### src/rtl/vga_fb_arbiter_pkg.sv
// Shared constants and types for the framebuffer arbiter: XGA geometry,
// framebuffer widths and the blanking classification used by the arbiter FSM.
package vga_fb_arbiter_pkg;

  localparam int HOR_PIXELS = 1024;
  localparam int VER_PIXELS = 768;
  localparam int FB_ADDR_W  = 20;
  localparam int FB_DATA_W  = 12;
  localparam int TIMING_W   = 26;
  localparam int PIPE_DEL   = 3;

  typedef enum logic [1:0] {
    ST_ACTIVE = 2'd0,
    ST_HBLANK = 2'd1,
    ST_VBLANK = 2'd2
  } fb_state_t;

  // Vertical blanking dominates horizontal blanking.
  function automatic fb_state_t classify(input logic hblnk, input logic vblnk);
    fb_state_t st;
    if (vblnk) begin
      st = ST_VBLANK;
    end else if (hblnk) begin
      st = ST_HBLANK;
    end else begin
      st = ST_ACTIVE;
    end
    return st;
  endfunction

endpackage

### src/rtl/vga_delay.sv
// Fixed-latency register pipeline; keeps the timing signals aligned with
// the pixel data returned from the framebuffer.
module vga_delay #(
  parameter int WIDTH   = 26,
  parameter int CLK_DEL = 3
) (
  input  logic             clk,
  input  logic             rst_n,
  input  logic [WIDTH-1:0] din,
  output logic [WIDTH-1:0] dout
);

  logic [WIDTH-1:0] stage_r [CLK_DEL];

  // Shift register, stage 0 samples the input.
  always_ff @(posedge clk or negedge rst_n) begin
    if (!rst_n) begin
      for (int i = 0; i < CLK_DEL; i++) begin
        stage_r[i] <= {WIDTH{1'b0}};
      end
    end else begin
      stage_r[0] <= din;
      for (int i = 1; i < CLK_DEL; i++) begin
        stage_r[i] <= stage_r[i-1];
      end
    end
  end

  assign dout = stage_r[CLK_DEL-1];

endmodule

### src/rtl/vga_fb_arbiter.sv
// Single-port framebuffer owner: scan-out reads during active video, writer
// served in blanking, double-buffered with the page flip taken at vblank entry.
module vga_fb_arbiter
  import vga_fb_arbiter_pkg::*;
#(
  parameter int H_ACTIVE   = HOR_PIXELS,
  parameter int V_ACTIVE   = VER_PIXELS,
  parameter int PIX_ADDR_W = FB_ADDR_W,
  parameter int DATA_W     = FB_DATA_W
) (
  input  logic                  clk,
  input  logic                  rst_n,
  input  logic [10:0]           hcount_in,
  input  logic [10:0]           vcount_in,
  input  logic                  hsync_in,
  input  logic                  vsync_in,
  input  logic                  hblnk_in,
  input  logic                  vblnk_in,
  output logic [10:0]           hcount_out,
  output logic [10:0]           vcount_out,
  output logic                  hsync_out,
  output logic                  vsync_out,
  output logic                  hblnk_out,
  output logic                  vblnk_out,
  output logic [DATA_W-1:0]     rgb_out,
  input  logic                  wr_req,
  input  logic [PIX_ADDR_W-1:0] wr_addr,
  input  logic [DATA_W-1:0]     wr_data,
  output logic                  wr_ack,
  input  logic                  swap_req,
  output logic                  swap_done,
  output logic                  front_sel,
  output logic                  mem_en,
  output logic                  mem_we,
  output logic [PIX_ADDR_W:0]   mem_addr,
  output logic [DATA_W-1:0]     mem_wdata,
  input  logic [DATA_W-1:0]     mem_rdata
);

  localparam int unsigned PIX_COUNT = H_ACTIVE * V_ACTIVE;
  localparam logic [PIX_ADDR_W-1:0] PIX_LAST = PIX_ADDR_W'(PIX_COUNT - 1);

  fb_state_t             state_r;
  logic [PIX_ADDR_W-1:0] rd_ptr_r;
  logic                  swap_pend_r;
  logic                  active_d1_r;
  logic                  active_d2_r;
  logic                  active_s;
  logic                  in_range_s;
  logic                  vblank_entry_s;
  logic                  flip_s;
  logic [TIMING_W-1:0]   timing_in_s;
  logic [TIMING_W-1:0]   timing_out_s;

  // Slot classification and writer handshake, all from the current inputs.
  always_comb begin
    active_s       = !hblnk_in && !vblnk_in;
    in_range_s     = (wr_addr <= PIX_LAST);
    vblank_entry_s = (state_r != ST_VBLANK) && vblnk_in;
    flip_s         = vblank_entry_s && (swap_pend_r || swap_req);
    wr_ack         = rst_n && !active_s && wr_req;
  end

  // Arbiter FSM, read pointer, page flip and registered RAM request.
  always_ff @(posedge clk or negedge rst_n) begin
    if (!rst_n) begin
      state_r     <= ST_VBLANK;
      rd_ptr_r    <= {PIX_ADDR_W{1'b0}};
      swap_pend_r <= 1'b0;
      front_sel   <= 1'b0;
      swap_done   <= 1'b0;
      mem_en      <= 1'b0;
      mem_we      <= 1'b0;
      mem_addr    <= {(PIX_ADDR_W+1){1'b0}};
      mem_wdata   <= {DATA_W{1'b0}};
    end else begin
      state_r <= classify(hblnk_in, vblnk_in);

      if (vblnk_in) begin
        rd_ptr_r <= {PIX_ADDR_W{1'b0}};
      end else if (active_s && (rd_ptr_r != PIX_LAST)) begin
        rd_ptr_r <= rd_ptr_r + PIX_ADDR_W'(1);
      end else begin
        rd_ptr_r <= rd_ptr_r;
      end

      // A request arriving in the entry cycle is consumed by this flip.
      if (flip_s) begin
        front_sel   <= ~front_sel;
        swap_pend_r <= 1'b0;
        swap_done   <= 1'b1;
      end else begin
        swap_pend_r <= swap_pend_r | swap_req;
        swap_done   <= 1'b0;
      end

      if (active_s) begin
        mem_en   <= 1'b1;
        mem_we   <= 1'b0;
        mem_addr <= {front_sel, rd_ptr_r};
      end else if (wr_req && in_range_s) begin
        mem_en    <= 1'b1;
        mem_we    <= 1'b1;
        mem_addr  <= {~front_sel, wr_addr};
        mem_wdata <= wr_data;
      end else begin
        mem_en <= 1'b0;
        mem_we <= 1'b0;
      end
    end
  end

  // Data path: blank the pixel unless its sample was in active video.
  always_ff @(posedge clk or negedge rst_n) begin
    if (!rst_n) begin
      active_d1_r <= 1'b0;
      active_d2_r <= 1'b0;
      rgb_out     <= {DATA_W{1'b0}};
    end else begin
      active_d1_r <= active_s;
      active_d2_r <= active_d1_r;
      rgb_out     <= active_d2_r ? mem_rdata : {DATA_W{1'b0}};
    end
  end

  assign timing_in_s = {hcount_in, vcount_in, hsync_in, vsync_in, hblnk_in, vblnk_in};

  vga_delay #(
    .WIDTH   (TIMING_W),
    .CLK_DEL (PIPE_DEL)
  ) u_timing_delay (
    .clk   (clk),
    .rst_n (rst_n),
    .din   (timing_in_s),
    .dout  (timing_out_s)
  );

  assign {hcount_out, vcount_out, hsync_out, vsync_out, hblnk_out, vblnk_out} = timing_out_s;

endmodule

### config.mk
export PLATFORM = sky130hd
export DESIGN_NAME = vga_fb_arbiter
export DESIGN_NICKNAME = d
export VERILOG_FILES = /design/src/rtl/vga_fb_arbiter_pkg.sv /design/src/rtl/vga_delay.sv /design/src/rtl/vga_fb_arbiter.sv
export SDC_FILE = /design/constraint.sdc
export NUM_CORES = 1
export LEC_CHECK = 0
export CORE_ASPECT_RATIO = 0.7
export CORE_MARGIN = 10
export CORE_UTILIZATION = 45
export CTS_CLUSTER_DIAMETER = 200
export DETAILED_ROUTE_END_ITERATION = 7
export GPL_ROUTABILITY_DRIVEN = 0
export GPL_TIMING_DRIVEN = 0
export PLACE_DENSITY = 0.83
export SYNTH_ARGS = -nofsm -noshare
export SYNTH_HDL_FRONTEND = slang
export SYNTH_SLANG_ARGS = --single-unit
### constraint.sdc
create_clock -name clk -period 2.3 [get_ports clk]
set_input_delay 0.46 -clock clk [delete_from_list [all_inputs] [get_ports clk]]
set_output_delay 0.46 -clock clk [all_outputs]
set_load 0.01 [all_outputs]
* After elaboration in Yosys (flattened, before gate mapping)
Cells that the tools add are included.
Widths: inputs -> output; s select.
** Operators by class
- Shift-type cells :: 0
- Magnitude comparators :: 1
- Eq/ne operators :: 2
- Reduce and logical (&&, ||, !) cells :: 14
- Bitwise logic cells :: 3
- Multipliers :: 0
- Div/mod/pow operators :: 0
- Multiplexer cells :: 12
- Add/sub/neg operators :: 1
** Operators with widths (number)
- $mux 21 :: 2
- $mux 20 :: 2
- $add 20x1->20 const B :: 1
- $le 20x20->1 const B :: 1
- $ne 20x20->1 const B :: 1
- $mux 12 :: 1
- $logic_and 1x1->1 :: 7
- $mux 1 :: 6
- $reduce_bool 2->1 :: 2
- $logic_not 1->1 :: 3
- $mux 2 :: 1
- $ne 2x2->1 const B :: 1
- $not 1->1 :: 2
- $reduce_and 2->1 :: 1
- $logic_or 1x1->1 :: 1
- $or 1x1->1 :: 1
** Storage, ports and cells
- Logic and storage cells :: 48
- Memories kept :: 0
- Input port bits :: 74
- Latch bits :: 0
- Output and inout bits :: 76
- Bits in writable memories :: 0
- Register bits :: 152
- ROM bits :: 0

* Longest topological paths before layout
Gate-level depths: netlist of the first run.
- Word-level depth :: 5
- Gate-level depth with buffers :: 6
- Mapped depth without buffers :: 5

* By module
From an unflattened synthesis of the first run, not the netlist that was laid out.
** Unflattened totals
- Cells, all modules :: 405
- Area, all modules :: 5300.1 um^2
** By module, submodules not included
- vga_fb_arbiter :: times used 1, cells an instance 301, area an instance 3153.0 um^2
- vga_delay :: times used 1, cells an instance 104, area an instance 2147.1 um^2

* Worst setup path after synthesis of the first run
OpenSTA, ideal clock, no wires.
- Path type :: reg2reg
- Start point :: register rd_ptr_r[2]
- End point :: register rd_ptr_r[16]
- Cell stages (with the launch flop) :: 7
- Setup slack :: 0.552 ns
- Library setup time :: 0.128 ns
- Data required time :: 2.172 ns
- Period minus slack after synthesis :: 1.748 ns
- Arrival time :: 1.620 ns
- Cells stage by stage :: dfrtp_1 > and3_1 > buf_4 > and2_1 > buf_6 > a2111oi_2 > mux2_1
** On the way
- Cells in the longest elaborated chain, start to end :: 3
- Elaborated cells on any way between the ends :: 6
- Classes of those cells :: add/sub (1); eq/ne (1); mux (2); reduce/logical (2)
** RTL lines
- start: declaration :: RTL line vga_fb_arbiter.sv:44 : logic [PIX_ADDR_W-1:0] rd_ptr_r;
- start signal: assignment :: RTL line vga_fb_arbiter.sv:68 : rd_ptr_r <= {PIX_ADDR_W{1'b0}};
- start signal: assignment :: RTL line vga_fb_arbiter.sv:80 : rd_ptr_r <= {PIX_ADDR_W{1'b0}};
- start signal: assignment :: RTL line vga_fb_arbiter.sv:82 : rd_ptr_r <= rd_ptr_r + PIX_ADDR_W'(1);
- $add 20x1->20 or $ne 20x20->1 (tied branches) :: RTL line vga_fb_arbiter.sv:82, vga_fb_arbiter.sv:81
- $mux 20 or $logic_and 1x1->1 (tied branches) :: RTL line vga_fb_arbiter.sv:81 : end else if (active_s && (rd_ptr_r != PIX_LAST)) begin
- $mux 20 or $reduce_bool 2->1 (tied branches)
Parallel ways exist; a longest one is shown, timed or not. The select of a mux whose other input is x is not followed.
A chain may end at the register's enable or synchronous reset.

* Worst setup path after layout of the first run
- Start point :: input vblnk_in
- End point :: output wr_ack
** On the way
- Cells in the longest elaborated chain, start to end :: 5
** RTL lines
- start: declaration :: RTL line vga_fb_arbiter.sv:18 : input logic vblnk_in,
- $logic_not 1->1 :: RTL line vga_fb_arbiter.sv:57 : active_s = !hblnk_in && !vblnk_in;
- $logic_and 1x1->1 :: RTL line vga_fb_arbiter.sv:57
- $logic_not 1->1 :: RTL line vga_fb_arbiter.sv:61 : wr_ack = rst_n && !active_s && wr_req;
- $logic_and 1x1->1 (2 in series) :: RTL line vga_fb_arbiter.sv:61
- end: declaration :: RTL line vga_fb_arbiter.sv:29 : output logic wr_ack,
No other way between the ends.

==> results by group, run 1 <==
Outcome
  – Status: completed

Floorplan
  – Core area: approximately 0.012 mm2
  – Ports: 150
  – Die Span X: between 150 and 200 um
  – Full die area: 0.0169 mm2
  – Die Ht: 112 um
  – Starting Density: 46.2%
  – Row count: 33

Setup path
  – Critical Path RT: around 1800 ps
  – Setup crit end kind: output port
  – Crit Path Class: input pin to output port
  – Critical path arrival: roughly 1800 ps
  – Crit start category: input pin
  – Worst Path Max Fanout: 7

Logic synthesis
  – EDFF count, synth: 0
  – Dominant cells by area after synthesis: dfrtp_1 70%, nand2_1 3.4%, buf_4 3.3%
  – Mapped Cells: approximately 420
  – Post-synth top area cell: dfrtp_1
  – Register area share after synthesis: about 70%
  – Yosys reg bits: 152
  – Synth Net Count: 490
  – Distinct cells, synth: 49
  – Top-area cell type share of the netlist area: ~70%
  – Synth cell count leaders: 151 x dfrtp_1, 49 x nand2_1, 30 x nor2_1
  – Synthesis warning total: 0
  – Synthesized area: approximately 0.0054 mm2
  – Asr flop ratio synth: 100%
  – Mean Syn Cell Area: 13.1 um2
  – Main synth FF type: dfrtp_1
  – Most frequent cell after synthesis: dfrtp_1

Timing
  – Worst Skew: a little over 9 ps
  – Max Clk Rate: about 0.45 GHz
  – RSZ-0062 raised after global routing: no
  – Final setup violating endpoints: 0
  – Worst hold slack: approximately 31 ps
  – Final Hold Viols: 0
  – Actual slew at the worst max-slew pin: a little under 800 ps
  – Tcrit/Tclk final: a little over nine tenths
  – Slew Limit Fails: 0
  – Slew headroom: around 47%
  – Setup ws final: about 77 ps
  – Period minus WS final: between 2000 and 2500 ps

Cells and area
  – Area grow syn2layout: 42.3%
  – Fillers: 859
  – Post-route design area: 0.00772 mm2
  – NumNets Final: 658
  – Layout cells sized above 1: between 10 and 15%
  – Antenna cell count: 0

Drt
  – Initial DRC Count: 218
  – WL final: roughly 13000 um
  – DRT Pass-1 Iters: 4
  – Final ANT Viol Nets: 0
  – WL per Instance: 17.6 um
  – DRC Markers: 0
  – Vias per cell: approximately 5.0
  – DR vias: roughly 3800

Placed design
  – Post-DP Area: just over 0.007 mm2
  – Post-place setup slack: -425 ps
  – Port bufs: around 150
  – Post-DP HPWL: 9530 um

CTS
  – CTS clk-pin slew, worst paths: 60 ps
  – Root buffer cell: clkbuf_16
  – TritonCTS clock tree: built
  – Clk_lat worst skew: a little over 400 ps
  – Clk buf depth: 2
  – H-tree levels: 4
  – CTS sink cnt: about 150
  – Hold_buf cts: 0
  – Total CTS buffers: 17
  – Setup repair bufs after CTS: 0

Power
  – Comb pwr share: around an eighth
  – Power density of the placed cells: approximately 830 mW/mm2
  – Clock network power share: between 40% and 50%
  – Max VDD drop: a little over 0.0005 V
  – Leakage: approximately 3.4 nW
  – Flop pwr share: between 40% and 50%
  – Internal Pwr Total: just under 5 mW
  – Psw: approximately 1.5 mW
  – Switching share of power: about a quarter

Hold path
  – Worst Hold Class: input pin to async pin

GRT
  – Initial antenna violation count: 0
  – GR peak layer: met2
  – GRT met2 Usage: between 20% and 30%
  – Vias in the first global route: between 3000 and 4000
  – Total Routing Usage GR: between 10% and 20%
  – Grt met3 use: between 5 and 6%
  – Total global routing overflow: 0
  – First-pass GRT wire length: just over 20000 um
  – Met1 Usage GRT: 18.1%
  – Largest net degree at the start of global routing: ~80

Flow run
  – MaxCap Viol Count: 0
==> stage by stage <==
stage               std cells  power [mW]  TNS [ps]  utilization, %
global placement          721        3.73   -771600            60.6
global route              753        6.65         0            65.8
CTS                       753        6.47         0            65.8
finish                    753        6.40         0            65.8
floorplan                 415        3.22         0               -
detailed placement        722        3.76     -2830            60.9
==> power groups by stage <==
| stage | Clock [mW] | Combinational [mW] | Sequential (mW) |
|---|---|---|---|
| 2_1_floorplan | 0 | 0.196 | 3.03 |
| 3_3_place_gp | 0 | 0.738 | 2.99 |
| 3_5_place_dp | 0 | 0.764 | 3.00 |
| 4_1_cts | 2.75 | 0.769 | 2.95 |
| 5_1_grt | 2.88 | 0.809 | 2.97 |
| 6_report | 2.70 | 0.752 | 2.95 |
==> flip-flops by register name (all words and copies together) (netlist names) <==
signal	cells
state_r	2
mem_addr	21
swap_pend_r	1
active_d2_r	1
front_sel	1
active_d1_r	1
swap_done	1
u_timing_delay.stage_r	52
rd_ptr_r	20
u_timing_delay.dout	26
mem_we	1
mem_en	1
mem_wdata	12
rgb_out	12
==> critical path, stage by stage <==
cell	delay, ps
dlygate4sd2_1	310
or2_4	320
and3_1	190
clkdlybuf4s50_1	480
==> placed cells by master (no fill, tap or decap), types with 2 or more instances in the layout <==
master and n:
nor4_1 2, inv_1 9, or4_1 6, clkdlybuf4s50_1 146, o21ai_0 4, nor2_1 30
dlygate4sd2_1 2, a31oi_1 19, nand2b_1 5, buf_6 2, and3_1 4, nor2b_1 9
mux2_1 6, xor2_1 2, dfrtp_1 151, nand3_1 3, buf_4 24, nand2_1 49
inv_6 2, nand3_2 3, or2_4 2, clkbuf_16 17, mux2_2 12, clkinv_4 3
o31ai_1 6, clkbuf_1 11, a21oi_1 14, nand4_1 3, a211oi_1 2, o311ai_0 2
inv_8 4, and2_1 13
==> cell families (layout without fill, tap and decap cells) <==
logic type      after synthesis  after routing  share of synthesized area (%)
compound gates               55             55                           6.62
flops                       152            152                           70.2
xor+xnor                      2              2                          0.323
buf+inv                      47            228                           5.38
mux                          19             19                           3.92
simple gates                139            139                           13.4
fa+ha+maj                     1              1                          0.231
==> routing by layer <==
| metal | wire length, um | vias to the layer above |
|---|---|---|
| met5 | 0 | - |
| met3 | 1050 | 11 |
| met1 | 5330 | 1871 |
| met2 | 6770 | 151 |
| met4 | 119 | 0 |
| li1 | - | 1727 |
==> worst paths after layout <==
check                      slack (ps)                              endpoint                            startpoint  cells past startpoint
hold reg to reg                   340  u_timing_delay.stage_r[37]$_DFF_PN0_  u_timing_delay.stage_r[63]$_DFF_PN0_                      0
hold / removal                     30               rd_ptr_r[0]$_DFFE_PN0P_                                 rst_n                      1
setup / recovery                   80                                wr_ack                              vblnk_in                      4
min in group clk                  340  u_timing_delay.stage_r[37]$_DFF_PN0_  u_timing_delay.stage_r[63]$_DFF_PN0_                      0
setup reg to reg                  380              rd_ptr_r[14]$_DFFE_PN0P_               rd_ptr_r[0]$_DFFE_PN0P_                      5
max in group asynchronous        1530  u_timing_delay.stage_r[63]$_DFF_PN0_                                 rst_n                      2
==> final cells by class <==
type / instances / area (um2) / share of cell area (%)
Multi-Input combinational cell: 216 / 1330 / 17.2
Sequential cell: 152 / 3800 / 49.3
Tap cell: 157 / 196 / 2.55
Inverter: 9 / 33.8 / 0.438
Buffer: 37 / 254 / 3.29
Clock inverter: 12 / 131 / 1.70
Timing Repair Buffer: 150 / 1520 / 19.7
Clock buffer: 20 / 447 / 5.79
==> repair_timing <==
item | CTS | global route
gates resized for setup | 4 | 0
endpoints found under the hold margin | 0 | 0
endpoints found under the setup margin | 1 | 0
Power figures use the tool's default switching activity.
==> run 2: changes to the inputs <==
Settings changed: CAP_MARGIN set to 15.
==> results of run 2 <==
The final DEF is identical to that of run 1; final timing and power are the same.
